## src/rtl/cpuport_bus_master_pkg.sv

```systemverilog
// Shared types for the CPU-port bus master: command opcodes, FSM states,
// the default stall limit and the read-modify-write combine.
package cpuport_bus_master_pkg;

  typedef enum logic [1:0] {
    OP_READ    = 2'd0,
    OP_WRITE   = 2'd1,
    OP_RMW_SET = 2'd2,
    OP_RMW_CLR = 2'd3
  } op_e;

  typedef enum logic [2:0] {
    IDLE    = 3'd0,
    RD_ADDR = 3'd1,
    RD_WAIT = 3'd2,
    WR      = 3'd3,
    RESP    = 3'd4
  } state_e;

  localparam int DEFAULT_TIMEOUT = 255;

  function automatic logic [7:0] rmw_combine(input op_e op, input logic [7:0] old_val,
                                             input logic [7:0] mask);
    return (op == OP_RMW_CLR) ? (old_val & ~mask) : (old_val | mask);
  endfunction

endpackage

```

## src/rtl/cpuport_bus_master.sv

```systemverilog
// Single-command sequencer for the peripheral bus behind the CPU port.
// Optional stall watchdog enabled by defining CPUPORT_MASTER_TIMEOUT_EN.
module cpuport_bus_master
  import cpuport_bus_master_pkg::*;
#(
  parameter int ADDR_W       = 1,
  parameter int READ_LATENCY = 1,
  parameter int TIMEOUT      = DEFAULT_TIMEOUT
) (
  input  logic              clk,
  input  logic              reset,
  input  logic              cmd_valid,
  output logic              cmd_ready,
  input  logic [1:0]        cmd_op,
  input  logic [ADDR_W-1:0] cmd_addr,
  input  logic [7:0]        cmd_data,
  output logic              rsp_valid,
  output logic [7:0]        rsp_data,
  output logic              rsp_err,
  output logic              bus_cs,
  output logic [ADDR_W-1:0] bus_addr,
  output logic              bus_write,
  output logic [7:0]        bus_wdata,
  input  logic [7:0]        bus_rdata,
  input  logic              bus_ready
);

  state_e r_state, w_state_nxt;
  op_e    r_op, w_op_nxt;
  logic [7:0] r_data, w_data_nxt;
  logic [7:0] r_result, w_result_nxt;
  logic       r_err, w_err_nxt;
  logic [1:0] r_cnt, w_cnt_nxt;

  logic              r_cmd_ready, w_cmd_ready_nxt;
  logic              r_rsp_valid, w_rsp_valid_nxt;
  logic [7:0]        r_rsp_data, w_rsp_data_nxt;
  logic              r_rsp_err, w_rsp_err_nxt;
  logic              r_bus_cs, w_bus_cs_nxt;
  logic [ADDR_W-1:0] r_bus_addr, w_bus_addr_nxt;
  logic              r_bus_write, w_bus_write_nxt;
  logic [7:0]        r_bus_wdata, w_bus_wdata_nxt;

  logic w_abort;

`ifdef CPUPORT_MASTER_TIMEOUT_EN
  logic [7:0] r_stall;
  logic       w_stalling;

  assign w_stalling = ((r_state == RD_ADDR) || (r_state == WR)) && !bus_ready;
  assign w_abort    = w_stalling && (r_stall == 8'(TIMEOUT - 1));

  // Counts only consecutive stall cycles within one state.
  always_ff @(posedge clk) begin
    if (reset) begin
      r_stall <= '0;
    end else if ((w_state_nxt != r_state) || !w_stalling) begin
      r_stall <= '0;
    end else begin
      r_stall <= r_stall + 8'd1;
    end
  end
`else
  logic w_unused_timeout;
  assign w_abort          = 1'b0;
  assign w_unused_timeout = (TIMEOUT != 0);
`endif

  // NOTE: reset is synchronous here, so it is tested inside the clocked branch
  // and takes priority over every other update on the same edge.
  always_ff @(posedge clk) begin
    if (reset) begin
      r_state     <= IDLE;
      r_op        <= OP_READ;
      r_data      <= '0;
      r_result    <= '0;
      r_err       <= 1'b0;
      r_cnt       <= '0;
      r_cmd_ready <= 1'b1;
      r_rsp_valid <= 1'b0;
      r_rsp_data  <= '0;
      r_rsp_err   <= 1'b0;
      r_bus_cs    <= 1'b0;
      r_bus_addr  <= '0;
      r_bus_write <= 1'b0;
      r_bus_wdata <= '0;
    end else begin
      // NOTE: non-blocking assignments so every register samples the
      // pre-edge values, independent of statement order.
      r_state     <= w_state_nxt;
      r_op        <= w_op_nxt;
      r_data      <= w_data_nxt;
      r_result    <= w_result_nxt;
      r_err       <= w_err_nxt;
      r_cnt       <= w_cnt_nxt;
      r_cmd_ready <= w_cmd_ready_nxt;
      r_rsp_valid <= w_rsp_valid_nxt;
      r_rsp_data  <= w_rsp_data_nxt;
      r_rsp_err   <= w_rsp_err_nxt;
      r_bus_cs    <= w_bus_cs_nxt;
      r_bus_addr  <= w_bus_addr_nxt;
      r_bus_write <= w_bus_write_nxt;
      r_bus_wdata <= w_bus_wdata_nxt;
    end
  end

  always_comb begin
    // NOTE: default first so every path assigns the signal and no latch is inferred.
    w_state_nxt = r_state;
    unique case (r_state)
      IDLE:    if (cmd_valid) w_state_nxt = (op_e'(cmd_op) == OP_WRITE) ? WR : RD_ADDR;
      RD_ADDR: if (w_abort) w_state_nxt = RESP;
               else if (bus_ready) w_state_nxt = RD_WAIT;
      RD_WAIT: if (r_cnt == 2'd0) w_state_nxt = (r_op == OP_READ) ? RESP : WR;
      WR:      if (w_abort || bus_ready) w_state_nxt = RESP;
      RESP:    w_state_nxt = IDLE;
      default: w_state_nxt = IDLE;
    endcase
  end

  always_comb begin
    w_op_nxt        = r_op;
    w_data_nxt      = r_data;
    w_result_nxt    = r_result;
    w_err_nxt       = r_err;
    w_cnt_nxt       = r_cnt;
    w_cmd_ready_nxt = (w_state_nxt == IDLE);
    w_rsp_valid_nxt = 1'b0;
    w_rsp_data_nxt  = r_rsp_data;
    w_rsp_err_nxt   = r_rsp_err;
    w_bus_cs_nxt    = r_bus_cs;
    w_bus_addr_nxt  = r_bus_addr;
    w_bus_write_nxt = r_bus_write;
    w_bus_wdata_nxt = r_bus_wdata;
    unique case (r_state)
      IDLE: if (cmd_valid) begin
        w_op_nxt        = op_e'(cmd_op);
        w_data_nxt      = cmd_data;
        w_result_nxt    = cmd_data;
        w_err_nxt       = 1'b0;
        w_bus_cs_nxt    = 1'b1;
        w_bus_addr_nxt  = cmd_addr;
        w_bus_write_nxt = (op_e'(cmd_op) == OP_WRITE);
        w_bus_wdata_nxt = cmd_data;
      end
      RD_ADDR: if (w_abort) begin
        w_bus_cs_nxt = 1'b0;
        w_result_nxt = '0;
        w_err_nxt    = 1'b1;
      end else if (bus_ready) begin
        w_bus_cs_nxt = 1'b0;
        w_cnt_nxt    = 2'(READ_LATENCY - 1);
      end
      // Read data arrives on a fixed schedule, so bus_ready is ignored here.
      RD_WAIT: if (r_cnt == 2'd0) begin
        w_result_nxt = bus_rdata;
        if (r_op != OP_READ) begin
          w_bus_cs_nxt    = 1'b1;
          w_bus_write_nxt = 1'b1;
          w_bus_wdata_nxt = rmw_combine(r_op, bus_rdata, r_data);
        end
      end else begin
        w_cnt_nxt = r_cnt - 2'd1;
      end
      WR: if (w_abort || bus_ready) begin
        w_bus_cs_nxt    = 1'b0;
        w_bus_write_nxt = 1'b0;
        if (w_abort) begin
          w_result_nxt = '0;
          w_err_nxt    = 1'b1;
        end
      end
      RESP: begin
        w_rsp_valid_nxt = 1'b1;
        w_rsp_data_nxt  = r_result;
        w_rsp_err_nxt   = r_err;
      end
      default: ;
    endcase
  end

  assign cmd_ready = r_cmd_ready;
  assign rsp_valid = r_rsp_valid;
  assign rsp_data  = r_rsp_data;
  assign rsp_err   = r_rsp_err;
  assign bus_cs    = r_bus_cs;
  assign bus_addr  = r_bus_addr;
  assign bus_write = r_bus_write;
  assign bus_wdata = r_bus_wdata;

endmodule

```

## config.mk

```make
export PLATFORM = sky130hd
export DESIGN_NAME = cpuport_bus_master
export DESIGN_NICKNAME = d
export VERILOG_FILES = /design/src/rtl/cpuport_bus_master_pkg.sv /design/src/rtl/cpuport_bus_master.sv
export SDC_FILE = /design/constraint.sdc
export NUM_CORES = 1
export LEC_CHECK = 0
export BUFFER_PORTS_ARGS = -buffer_cell sky130_fd_sc_hd__clkbuf_2
export CAP_MARGIN = 10
export CORE_ASPECT_RATIO = 0.75
export CORE_UTILIZATION = 49
export CTS_BUF_LIST = sky130_fd_sc_hd__clkbuf_4 sky130_fd_sc_hd__clkbuf_8
export CTS_CLUSTER_SIZE = 8
export DETAILED_ROUTE_END_ITERATION = 16
export GPL_TIMING_DRIVEN = 0
export PLACE_DENSITY_LB_ADDON = 0.08
export SETUP_SLACK_MARGIN = 0.5
export SYNTH_ARGS = -nofsm -noshare
export SYNTH_HDL_FRONTEND = slang
export SYNTH_SLANG_ARGS = --single-unit
```

## constraint.sdc

```tcl
create_clock -name clk -period 2.35 [get_ports clk]
set_clock_uncertainty 0.15 [all_clocks]
set_input_delay 0 -clock clk [delete_from_list [all_inputs] [get_ports clk]]
set_output_delay 0 -clock clk [all_outputs]
set_load 0.005 [all_outputs]
```

After elaboration in Yosys (flattened, before gate mapping)
Cells that the tools add are included.
{"block": "totals", "register_bits": 44, "output_inout_bits": 22, "in_bits": 23, "elab_cells": 70}
{"block": "classes", "eq_ne": 13, "n_addsub": 1, "bitwise_logic": 3, "n_mux": 25, "reduce_logical": 16}
{"operator": "$mux 8", "n": 5}
{"operator": "$pmux 8 s2", "n": 2}
{"operator": "$mux 3", "n": 5}
{"operator": "$ne 2x2->1 const B", "n": 6}
{"operator": "$pmux 3 s4", "n": 1}
{"operator": "$reduce_and 5->1", "n": 2}
{"operator": "$and 8x8->8", "n": 1}
{"operator": "$not 8->8", "n": 1}
{"operator": "$or 8x8->8", "n": 1}
{"operator": "$eq 3x2->1 const B", "n": 2}
{"operator": "$logic_not 3->1", "n": 2}
{"operator": "$mux 1", "n": 6}
{"operator": "$mux 2", "n": 3}
{"operator": "$pmux 1 s3", "n": 2}
{"operator": "$reduce_and 3->1", "n": 2}
{"operator": "$reduce_bool 2->1", "n": 3}
{"operator": "$reduce_bool 3->1", "n": 2}
{"operator": "$logic_not 2->1", "n": 2}
{"operator": "$pmux 2 s2", "n": 1}
{"operator": "$reduce_and 4->1", "n": 1}
{"operator": "$eq 3x1->1 const B", "n": 1}
{"operator": "$eq 3x3->1 const B", "n": 1}
{"operator": "$eq 2x1->1 const B", "n": 1}
{"operator": "$eq 2x2->1 const B", "n": 1}
{"operator": "4 further kinds", "n": 4}

Longest topological paths before layout
Gate-level depths: netlist of run 1.
{"block": "depth", "ltp_word": 6, "mapped_depth": 7, "ltp_nobuf": 6}

Least setup slack after synthesis of run 1
No wires, ideal clock.
{"block": "synth_timing", "path_type": "reg-to-reg", "from": "register r_state[1]", "to": "register r_bus_wdata[5] (netlist: bus_wdata[5])", "synth_period_minus_slack_ps": 1681, "t_required_ps": 2121, "n_path_buf": 2, "path_stages_with_launch": 7, "setup_slack_ps": 669, "arrival_ps": 1451, "path_cell_list": "dfxtp_1 -> buf_6 -> or4b_4 -> o21ai_4 -> buf_8 -> nor2_2 -> a211oi_2"}
{"block": "synth_via", "elab_chain_len": 3, "elab_cells_between_ends": 8, "classes_between": "eq/ne: 4; mux: 1; reduce/logical: 3"}
{"element": "start, declared", "line": "cpuport_bus_master.sv:28", "rtl": "state_e r_state, w_state_nxt;"}
{"element": "start signal, assigned", "line": "cpuport_bus_master.sv:90", "rtl": "r_state <= w_state_nxt;"}
{"element": "$eq 3x2->1 / $logic_not 3->1 (equally long branches)", "line": "cpuport_bus_master.sv:135", "rtl": "unique case (r_state)"}
{"element": "$ne 2x2->1 (no line) / $reduce_bool 2->1 (equally long branches)"}
{"element": "$reduce_and 4->1 (no line)"}
{"element": "end signal, assigned", "line": "cpuport_bus_master.sv:103", "rtl": "r_bus_wdata <= w_bus_wdata_nxt;"}
{"element": "end, declared", "line": "cpuport_bus_master.sv:42", "rtl": "logic [7:0] r_bus_wdata, w_bus_wdata_nxt;"}
Parallel ways exist; a longest one is shown, timed or not.
A chain may end at the register's enable or synchronous reset.

Worst setup path in the final report of run 1
{"block": "layout_timing", "from": "register r_state[1]", "to": "register r_cmd_ready (netlist: cmd_ready)"}
{"block": "layout_via", "elab_chain_len": 3, "elab_cells_between_ends": 10, "classes_between": "eq/ne: 3; mux: 5; reduce/logical: 2"}
{"element": "$eq 3x2->1, or another cell as far along", "line": "cpuport_bus_master.sv:110", "rtl": "unique case (r_state)"}
{"element": "$pmux 3 s4 *", "line": "cpuport_bus_master.sv:110"}
{"element": "$logic_not 3->1 *", "line": "cpuport_bus_master.sv:127", "rtl": "w_cmd_ready_nxt = (w_state_nxt == IDLE);"}
{"element": "end signal, assigned", "line": "cpuport_bus_master.sv:96", "rtl": "r_cmd_ready <= w_cmd_ready_nxt;"}
{"element": "end, declared", "line": "cpuport_bus_master.sv:35", "rtl": "logic r_cmd_ready, w_cmd_ready_nxt;"}
Every way passes the cells marked *; elsewhere a longest branch is shown, timed or not.

==> impl_metrics.csv, run 1 <==
group,metric,value,unit
clocking,cts_buffer_depth,2,
sta,slew-limit-headroom,60.82,%
sta,maxSlewViolCount,0,
clocking,clk_pin_slew_worst_paths,0.09,ns
worst_hold_path,hp-class,"reg -> reg",
logic_synthesis,avgSynthCellArea,8.178,µm²
setup_path,worstPathMaxFanout,10,
logic_synthesis,synth_fp_nets,259,
route,vias,1808,
placed_design,hpwl,3196,µm
setup_path,crit_path_top_delay_cell,"or4b_4",
pwr,internal_power,1.353,mW
logic_synthesis,synth.ff_latch_count,44,
sta,setup_viol,0,
sta,tightest_slew,0.5876,ns
flow_run,drv_cap,0,
floorplanning,die_h,56.24,µm
grt,grt_max_degree,15,
route,dr.pass1.iters,4,
setup_path,endpoint_kind,"flip-flop",
pwr,swShare,27.72,%
route,drtIter0Drc,152,
outcome,status,"complete, no violations",
placed_design,io_buffers,42,
pwr,pwr-share-clk,32.6,%
placed_design,gp_congestion,0.8757,
logic_synthesis,synth_cell_types,40,
clocking,cts_tree,"built",
layout,drive_gt1_share,25.81,%
clocking,clk_latency,0.30,ns
logic_synthesis,async_reset_ff_share,0,%
floorplanning,die_area,4179,µm²
setup_path,path_buf_inv,1,
floorplanning,die_w,74.32,µm
floorplanning,rows,19,
layout,syn_to_final_growth,38.67,%
sta,min_period,1.820,ns
setup_path,crit_family,"simple AND/OR/NAND/NOR gates",
route,wl,4847,µm
sta,rsz0062_at_grt,"true",
layout,final_core_util,71.86,%
route,wl_per_cell,13.39,µm
grt,grtUsageTotal,24.97,%
pwr,vdd_drop_max,0.5783,mV
setup_path,required,2.38,ns
grt,grt_pass1_vias,1567,
logic_synthesis,yosys_warnings,0,
layout,n_antenna_cell,0,
pwr,seqPwrFrac,45.3,%
setup_path,path_cells,"buf_6 > or4b_4 > o32ai_2 > a211o_1 > a211oi_1",
clocking,numCtsBuffers,5,
floorplanning,start_util,51.82,%
sta,fin_crit_sh,77.46,%
logic_synthesis,synth-seq-area-share,45.83,%
layout,num-fill-cells,325,
setup_path,critPathMaxStageDelay,0.54,ns
layout,nets,333,
clocking,cts-root-buf,"clkbuf_8",
sta,final.setup.tns,0,ns
grt,grt_overflow,0,
floorplanning,core-area,3709,µm²
setup_path,critical_path_class,"reg -> reg",
pwr,p_comb_share,22.0,%
logic_synthesis,synth_edf_count,0,
floorplanning,io-pin-count,45,
route,ant_nets,0,
grt,antenna_found_initial,0,
sta,timing.fmax,549.4,MHz
clocking,htree_levels,2,
clocking,cts.sinks,44,
pwr,p_leak,1.098,nW
setup_path,start_kind,"flip-flop",
pwr,p_switching,518.8,µW
setup_path,worstPathArrival,1.85,ns
logic_synthesis,synthCells,235,
sta,hold_viol,0,
grt,grt_pass1_wl,7617,µm
logic_synthesis,synthesis.area,1922,µm²
logic_synthesis,ys.flop_type,"dfxtp_1",
pwr,pwr_density_cell,702.3,nW/µm²
route,drc,0,
route,avgViaCountPerCell,4.994,
[layout make-up]
cell class | instances | area [µm²] | area share, %
multi-input cells | 170 | 1012 | 37.98
clock buffers | 6 | 82.58 | 3.099
clock inverters | 2 | 38.79 | 1.455
flip-flops and latches | 44 | 882.1 | 33.10
inverters | 4 | 15.01 | 0.5634
repair buffers | 67 | 465.4 | 17.46
well taps | 52 | 65.06 | 2.441
plain buffers | 17 | 103.9 | 3.897
[kinds of logic after synthesis]
group / share of synthesized area (%)
AND/OR/NAND/NOR: 24.87
AO/OA/AOI/OAI: 21.03
flip-flops: 45.83
buffers and inverters: 5.403
multiplexers: 1.563
adder cells (fa/ha/maj): 0.6509
other: 0.1951
XOR/XNOR: 0.4558
[path summary, 6_finish.rpt]
kind | depth (start not counted) | startpoint | to | slack [ns]
setup / recovery | 5 | r_state[1] | cmd_ready | 0.53
hold / removal | 2 | rsp_data[0] | rsp_data[0] | 0.31
setup reg to reg | 5 | r_state[1] | cmd_ready | 0.53
hold reg to reg | 2 | rsp_data[0] | rsp_data[0] | 0.31
[power groups by stage]
stage	clock network, mW	logic, mW	registers, mW
after CTS	0.622	0.383	0.847
after detailed placement	0	0.330	0.864
after global placement	0	0.326	0.862
after global routing	0.652	0.453	0.858
final	0.611	0.413	0.848
after floorplan	0	0.220	0.861
[synthesized netlist by cell type (2+ instances only)]
master / number / share of area (%)
a211oi_1: 14 / 5.5
a21oi_1: 35 / 9.1
a311oi_1: 2 / 0.91
and2_1: 11 / 3.6
buf_2: 2 / 0.52
clkbuf_1: 11 / 2.1
dfxtp_1: 44 / 46
inv_1: 4 / 0.78
mux2i_1: 3 / 1.6
nand2_1: 42 / 8.2
nor2_1: 30 / 5.9
nor3_1: 7 / 1.8
nor4b_1: 2 / 0.91
o21ai_0: 2 / 0.52
[tightest hold or removal path, cell delays in order, from the launching register on]
cell,delay [ns]
dfxtp_1,0.31
nand2_1,0.05
a21oi_1,0.05
[state kept, by name, summed over array words and instances, names as in the netlist, 2 cells and up]
signal	count
bus_wdata	8
r_result	8
r_data	8
r_cnt	2
r_state	3
r_op	2
rsp_data	8
[placed cells by master (no fill, tap or decap), types with 3 or more instances in the layout]
cell and count:
clkbuf_8 6, nor3_1 7, and2_1 11, a211oi_2 3
a211oi_4 3, nor2_1 30, inv_1 4, buf_4 3
a211oi_1 9, nand2_1 42, dfxtp_1 43, mux2i_1 3
clkbuf_2 45, a21oi_1 35, clkbuf_1 6, dlygate4sd3_1 22
[metal layers]
| layer | track usage [%] | up-vias | routed length, µm |
|---|---|---|---|
| met5 | 0 | - | 0 |
| met2 | 34.42 | 41 | 2148 |
| met1 | 37.02 | 808 | 2391 |
| li1 | - | 950 | - |
| met3 | 4.891 | 9 | 208 |
| met4 | 11.59 | 0 | 99 |
[per-stage QoR]
step                setup slack [ns]  cell area (µm²)  power [mW]  std cells  hold WS [ns]
floorplan                     0.6692             1922       1.082        235      -0.01403
global route                  0.4878             2665       1.963        362        0.3272
finish                        0.5297             2665       1.872        362        0.3053
CTS                           0.4597             2591       1.852        361        0.3084
detailed placement            0.3299             2197       1.194        329       0.08835
global placement              0.3465             2197       1.188        329       0.07965
[repair_timing]
action | CTS | global route
pin swaps | 0 | 9
endpoints found under the hold margin | 24 | 0
setup endpoints to repair | 25 | 28
setup buffers | 2 | 1
hold buffers | 22 | 0
gates resized for setup | 8 | 18
Power figures use the tool's default switching activity.
==> run 2, diff against run 1 <==
ABC_AREA = 1   (was default)
clock period = 1.8 ns   (was 2.35 ns; I/O delays follow)
==> run 2 against run 1 <==
Combinational power rose to 3.1 times the previous value. First-iteration DRC count is 84% higher. Sequential power is 42% higher. Non-clock buffer count is 24 higher. Routed wire length is 80% higher. Worst hold slack worse by 0.26 ns. Largest cell class unchanged. Power is 75% higher. Synthesized cell count increased by 26%. Clock power up 30%. Sequential cell count unchanged. Final cell count rose by 25%. Critical endpoint is now bus_wdata[2]. Area after synthesis increased by 4.7%.
==> impl_metrics.csv, run 2 <==
group,metric,value,unit
setup_path,worstPathArrival,1.73,ns
pwr,pwr_density_cell,957.4,nW/µm²
sta,setup_viol,0,
logic_synthesis,synth.ff_latch_count,44,
floorplanning,die_w,75.99,µm
outcome,status,"complete, no violations",
logic_synthesis,yosysMostFrequentCell,"nor2_1",
layout,final_core_util,89.90,%
route,drtIter0Drc,279,
logic_synthesis,synth-seq-area-share,43.78,%
grt,grt_overflow,0,
floorplanning,rows,19,
layout,syn_to_final_growth,69.96,%
placed_design,hpwl,3453,µm
logic_synthesis,synth_top_area_cell,"dfxtp_1",
route,wl,8713,µm
grt,grtUsageTotal,33.31,%
sta,maxSlewViolCount,0,
sta,rsz0062_at_grt,"true",
logic_synthesis,yosys_warnings,0,
pwr,total_power,3.274,mW
logic_synthesis,synthesis.area,2012,µm²
sta,timing.fmax,610.8,MHz
clocking,cts_buffer_depth,2,
logic_synthesis,synth_edf_count,0,
clocking,htree_levels,2,
logic_synthesis,synth_fp_nets,319,
setup_path,critPathMaxStageDelay,0.42,ns
route,vias,2681,
route,avgViaCountPerCell,5.918,
grt,antenna_found_initial,0,
sta,tightest_slew,0.7230,ns
route,drc,0,
sta,whs,0.04866,ns
placed_design,dp_slack,0.2622,ns
pwr,p_leak,1.571,nW
logic_synthesis,synth_common_cells,"nor2_1 (67), nand2_1 (49), dfxtp_1 (44), o21ai_0 (38), inv_1 (37)",
sta,setup_ws,0.1629,ns
logic_synthesis,avgSynthCellArea,6.820,µm²
floorplanning,core-area,3804,µm²
setup_path,start_kind,"flip-flop",
floorplanning,die_area,4369,µm²
setup_path,path_cells,"buf_12 > nand2_4 > nor2_4 > buf_6 > o211ai_1 > nand2_2 > nor2_2 > nor2_1",
layout,instances_no_fill,453,
layout,design_area,3420,µm²
logic_synthesis,synthCells,295,
setup_path,worstPathMaxFanout,5,
clocking,cts-root-buf,"clkbuf_8",
grt,grt_pass1_wl,11340,µm
logic_synthesis,synth.area.top_cells,"dfxtp_1 (44%), nor2_1 (13%), o21ai_0 (9.5%), nand2_1 (9.1%), inv_1 (6.9%)",
clocking,cts_tree,"built",
sta,min_period,1.637,ns
setup_path,critical_path_class,"reg -> reg",
logic_synthesis,yosysTopAreaCellShare,43.78,%
placed_design,io_buffers,43,
logic_synthesis,async_reset_ff_share,0,%
sta,hold_viol,0,
logic_synthesis,ys.flop_type,"dfxtp_1",
clocking,clk_pin_slew_worst_paths,0.09,ns
route,ant_nets,0,
placed_design,gp_congestion,0.8478,
route,wl_per_cell,19.23,µm
setup_path,crit_path_top_delay_cell,"dfxtp_4",
layout,final_cell_mix,"clkbuf_2 (43), nor2_1 (41), dfxtp_1 (39)",
layout,drive_gt1_share,45.39,%
setup_path,required,1.89,ns
floorplanning,die_h,57.50,µm
layout,layout_commonest_cell,"clkbuf_2",
clocking,cts.sinks,44,
sta,slew-limit-headroom,51.80,%
flow_run,drv_cap,0,
setup_path,endpoint_kind,"flip-flop",
grt,grt_max_degree,15,
floorplanning,io-pin-count,45,
floorplanning,start_util,52.89,%
clocking,numCtsBuffers,5,
layout,nets,424,
clocking,clk_latency,0.31,ns
worst_hold_path,hp-class,"in -> reg",
sta,fin_crit_sh,90.95,%
logic_synthesis,synth_cell_types,23,
placed_design,dp_cells,390,
pwr,vdd_drop_max,0.7086,mV
sta,final.setup.tns,0,ns
route,dr.pass1.iters,5,
layout,n_antenna_cell,0,
placed_design,placed_cell_area,2316,µm²
grt,grt_pass1_vias,2438,
-- run 2: cell count changes after synthesis, moves of 9 or more --
cell,previous run,this run
o21ai_0,2,38
inv_1,4,37
and2_1,11,0
nor2_1,30,67
nand3_1,0,9
a211oi_1,14,0
a21oi_1,35,14
-- run 2: area by class of cell --
cell class | instances | area, µm²
multi-input cells | 200 | 1282
clock buffers | 5 | 68.82
well taps | 52 | 65.06
clock inverters | 3 | 42.54
repair buffers | 97 | 780.7
plain buffers | 11 | 106.4
fillers | 170 | 384.1
flip-flops and latches | 44 | 894.6
inverters | 41 | 178.9
-- run 2: logic make-up after synthesis --
family	after synthesis	synth area share, %
buffers and inverters	52	11.63
adders and majority gates	1	0.6218
DFF	44	43.78
other	1	0.1864
and+or+nand+nor	133	26.62
AOI/OAI and AO/OA	64	17.16
-- run 2: repair_timing --
| item | CTS | global route |
|---|---|---|
| cloned | 5 | 1 |
| gates resized for setup | 104 | 53 |
| hold buffers | 21 | 0 |
| endpoints found under the setup margin | 41 | 42 |
| endpoints found under the hold margin | 32 | 0 |
| setup buffers | 20 | 8 |
| pin swaps | 24 | 20 |
-- run 2: report_power, final --
| part | internal (mW) | total [mW] | switching [mW] |
|---|---|---|---|
| Clock | 0.411 | 0.796 | 0.384 |
| Sequential | 1.11 | 1.20 | 0.0905 |
| Combinational | 0.559 | 1.28 | 0.722 |
| Total | 2.08 | 3.27 | 1.20 |
-- run 2: worst paths after layout --
| check | start | to | slack [ns] | cells after the start |
|---|---|---|---|---|
| setup reg to reg | r_state[1] | bus_wdata[2] | 0.16 | 8 |
| setup / recovery | r_state[1] | bus_wdata[2] | 0.16 | 8 |
| hold reg to reg | bus_cs | bus_cs | 0.32 | 2 |
| hold / removal | cmd_valid | cmd_ready | 0.05 | 5 |
-- run 2: worst max-delay path, delay by kind of cell, from the launching register on --
family / cells / cell delay (ns)
AO/OA/AOI/OAI: 1 / 0.14
flip-flops: 1 / 0.42
buffers and inverters: 2 / 0.30
AND/OR/NAND/NOR: 5 / 0.56
-- run 2: routing by layer --
layer / vias up / GRT usage [%] / part of all wire (%)
met1: 1235 / 36.98 / 37
met2: 224 / 62.34 / 47
met4: 0 / 15.38 / 7.1
li1: 1142 / - / -
met5: - / 0 / 0
met3: 80 / 6.880 / 9.2
==> run 3, diff against run 2 <==
HOLD_SLACK_MARGIN = 0.12   (was default)
==> run 3 against run 2 <==
Sequential cell count unchanged. Clock-buffer cell count unchanged. Combinational power about the same. Highest routed layer unchanged. Register-to-register slack about the same.
==> impl_metrics.csv, run 3 (same netlist as run 2, synthesis figures left out) <==
group,metric,value,unit
outcome,status,"complete, no violations",
route,dr_wl_met3,675,µm
route,dr_wl_met2,3991,µm
route,ant_nets,0,
floorplanning,io-pin-count,45,
route,dr.pass1.iters,5,
placed_design,io_buffers,43,
pwr,pwr_density_cell,947.8,nW/µm²
layout,final_cell_mix,"clkbuf_2 (43), nor2_1 (42), dfxtp_1 (39)",
setup_path,startpoint,"r_op[1]",
grt,grt_pass1_wl,11320,µm
worst_hold_path,min_delay_worst_endpoint,"cmd_ready",
route,avgViaCountPerCell,5.716,
setup_path,worstPathArrival,1.69,ns
route,drc,0,
layout,syn_to_final_growth,71.46,%
clocking,cts_tree,"built",
sta,timing.fmax,610.5,MHz
clocking,clk_pin_slew_worst_paths,0.09,ns
grt,grt_pass1_vias,2411,
clocking,cts_hold_buf,22,
sta,hold_viol,0,
layout,final_core_util,90.69,%
setup_path,endpoint_kind,"flip-flop",
pwr,vdd_drop_max,0.6955,mV
placed_design,hpwl,3453,µm
worst_hold_path,hp-class,"in -> reg",
setup_path,r2r_start,"r_op[1]",
layout,n_antenna_cell,0,
route,wl_per_cell,18.34,µm
setup_path,critPathMaxStageDelay,0.41,ns
clocking,cts_buffer_depth,2,
flow_run,drv_cap,0,
route,wl,8270,µm
sta,final.setup.tns,0,ns
floorplanning,start_util,52.89,%
sta,setup_viol,0,
setup_path,worstPathMaxFanout,8,
floorplanning,rows,19,
setup_path,path_buf_inv,1,
sta,fin_crit_sh,90.99,%
grt,antenna_found_initial,0,
clocking,clk_latency,0.30,ns
sta,maxSlewViolCount,0,
clocking,htree_levels,2,
layout,nets,422,
grt,grt_overflow,0,
route,wl_met1,3124,µm
layout,drive_gt1_share,45.61,%
grt,grtUsageTotal,33.32,%
worst_hold_path,whs_path_depth,5,
clocking,numCtsBuffers,5,
pwr,p_leak,1.558,nW
route,top_layer_used,"met4",
setup_path,critical_path_class,"reg -> reg",
setup_path,r2r_end,"bus_wdata[0]",
clocking,cts.sinks,44,
setup_path,required,1.85,ns
sta,rsz0062_at_grt,"true",
setup_path,reg2reg_depth,7,
route,drtIter0Drc,238,
sta,tightest_slew,0.7814,ns
floorplanning,die_area,4369,µm²
setup_path,crit_family,"simple AND/OR/NAND/NOR gates",
route,vias,2578,
floorplanning,die_h,57.50,µm
grt,grt_max_degree,15,
setup_path,critPathMostFrequentCell,"nand2_1",
placed_design,gp_congestion,0.8478,
setup_path,r2r_slack,0.16,ns
floorplanning,die_w,75.99,µm
clocking,cts-root-buf,"clkbuf_8",
setup_path,path_cells,"nor2_2 > o21ai_4 > nand2_4 > buf_4 > nand2_1 > nand2_1 > nor2_1",
floorplanning,core-area,3804,µm²
worst_hold_path,hp-start,"cmd_valid",
sta,slew-limit-headroom,47.91,%
sta,min_period,1.638,ns
layout,layout_commonest_cell,"clkbuf_2",
setup_path,start_kind,"flip-flop",
setup_path,crit_path_top_delay_cell,"nor2_2",
==> run 3: layout make-up <==
type	count	area [µm²]
Timing Repair Buffer	95	768.2
Clock buffer	5	68.82
Multi-Input combinational cell	200	1325
Clock inverter	3	42.54
Inverter	41	178.9
Buffer	11	106.4
Sequential cell	44	894.6
Tap cell	52	65.06
Fill cell	154	354.1
==> run 3: stage by stage <==
stage	power [mW]	hold WS (ns)	setup WS, ns	cell area, µm²	instances
after global routing	3.378	0.07138	0.1480	3450	451
final	3.269	0.04221	0.1621	3450	451
after floorplan	1.629	-0.08800	0.4330	2036	295
after global placement	1.812	0.07937	0.2685	2316	390
after CTS	2.948	0.03223	0.3661	3158	445
after detailed placement	1.827	0.08577	0.2622	2316	390
==> run 3: repair_timing <==
action / in CTS / in global routing
buffers inserted: 20 / 5
endpoints found under the hold margin: 35 / 1
resized for setup: 104 / 60
gates cloned: 5 / 1
endpoints found under the setup margin: 41 / 42
pin swaps: 24 / 26
==> run 3: how the worst max path moves through the flow <==
| stage | to | slack, ns | cells past startpoint |
|---|---|---|---|
| 3_5_place_dp | r_result[7] | 0.26 | 7 |
| 4_1_cts | r_data[4] | 0.37 | 8 |
| 6_report | bus_wdata[0] | 0.16 | 7 |
| 3_3_place_gp | r_result[7] | 0.27 | 7 |
| 2_1_floorplan | bus_wdata[5] | 0.43 | 11 |
| 5_1_grt | bus_wdata[0] | 0.15 | 11 |
==> run 3: metal layers <==
| metal | track usage (%) | up-vias |
|---|---|---|
| met5 | 0 | - |
| met4 | 12.36 | 0 |
| met3 | 5.760 | 69 |
| met2 | 62.99 | 187 |
| met1 | 38.31 | 1180 |
| li1 | - | 1142 |
==> run 3: worst min-delay path: stages <==
cell,delay [ns]
clkbuf_2,0.08
inv_1,0.09
nand3_4,0.10
buf_4,0.11
nand3_1,0.06
==> run 3: report_power, final <==
part | internal [mW] | total (mW) | switching, mW
clock | 0.411 | 0.776 | 0.365
sequential | 1.11 | 1.20 | 0.0900
combinational | 0.566 | 1.30 | 0.730
total | 2.08 | 3.27 | 1.19
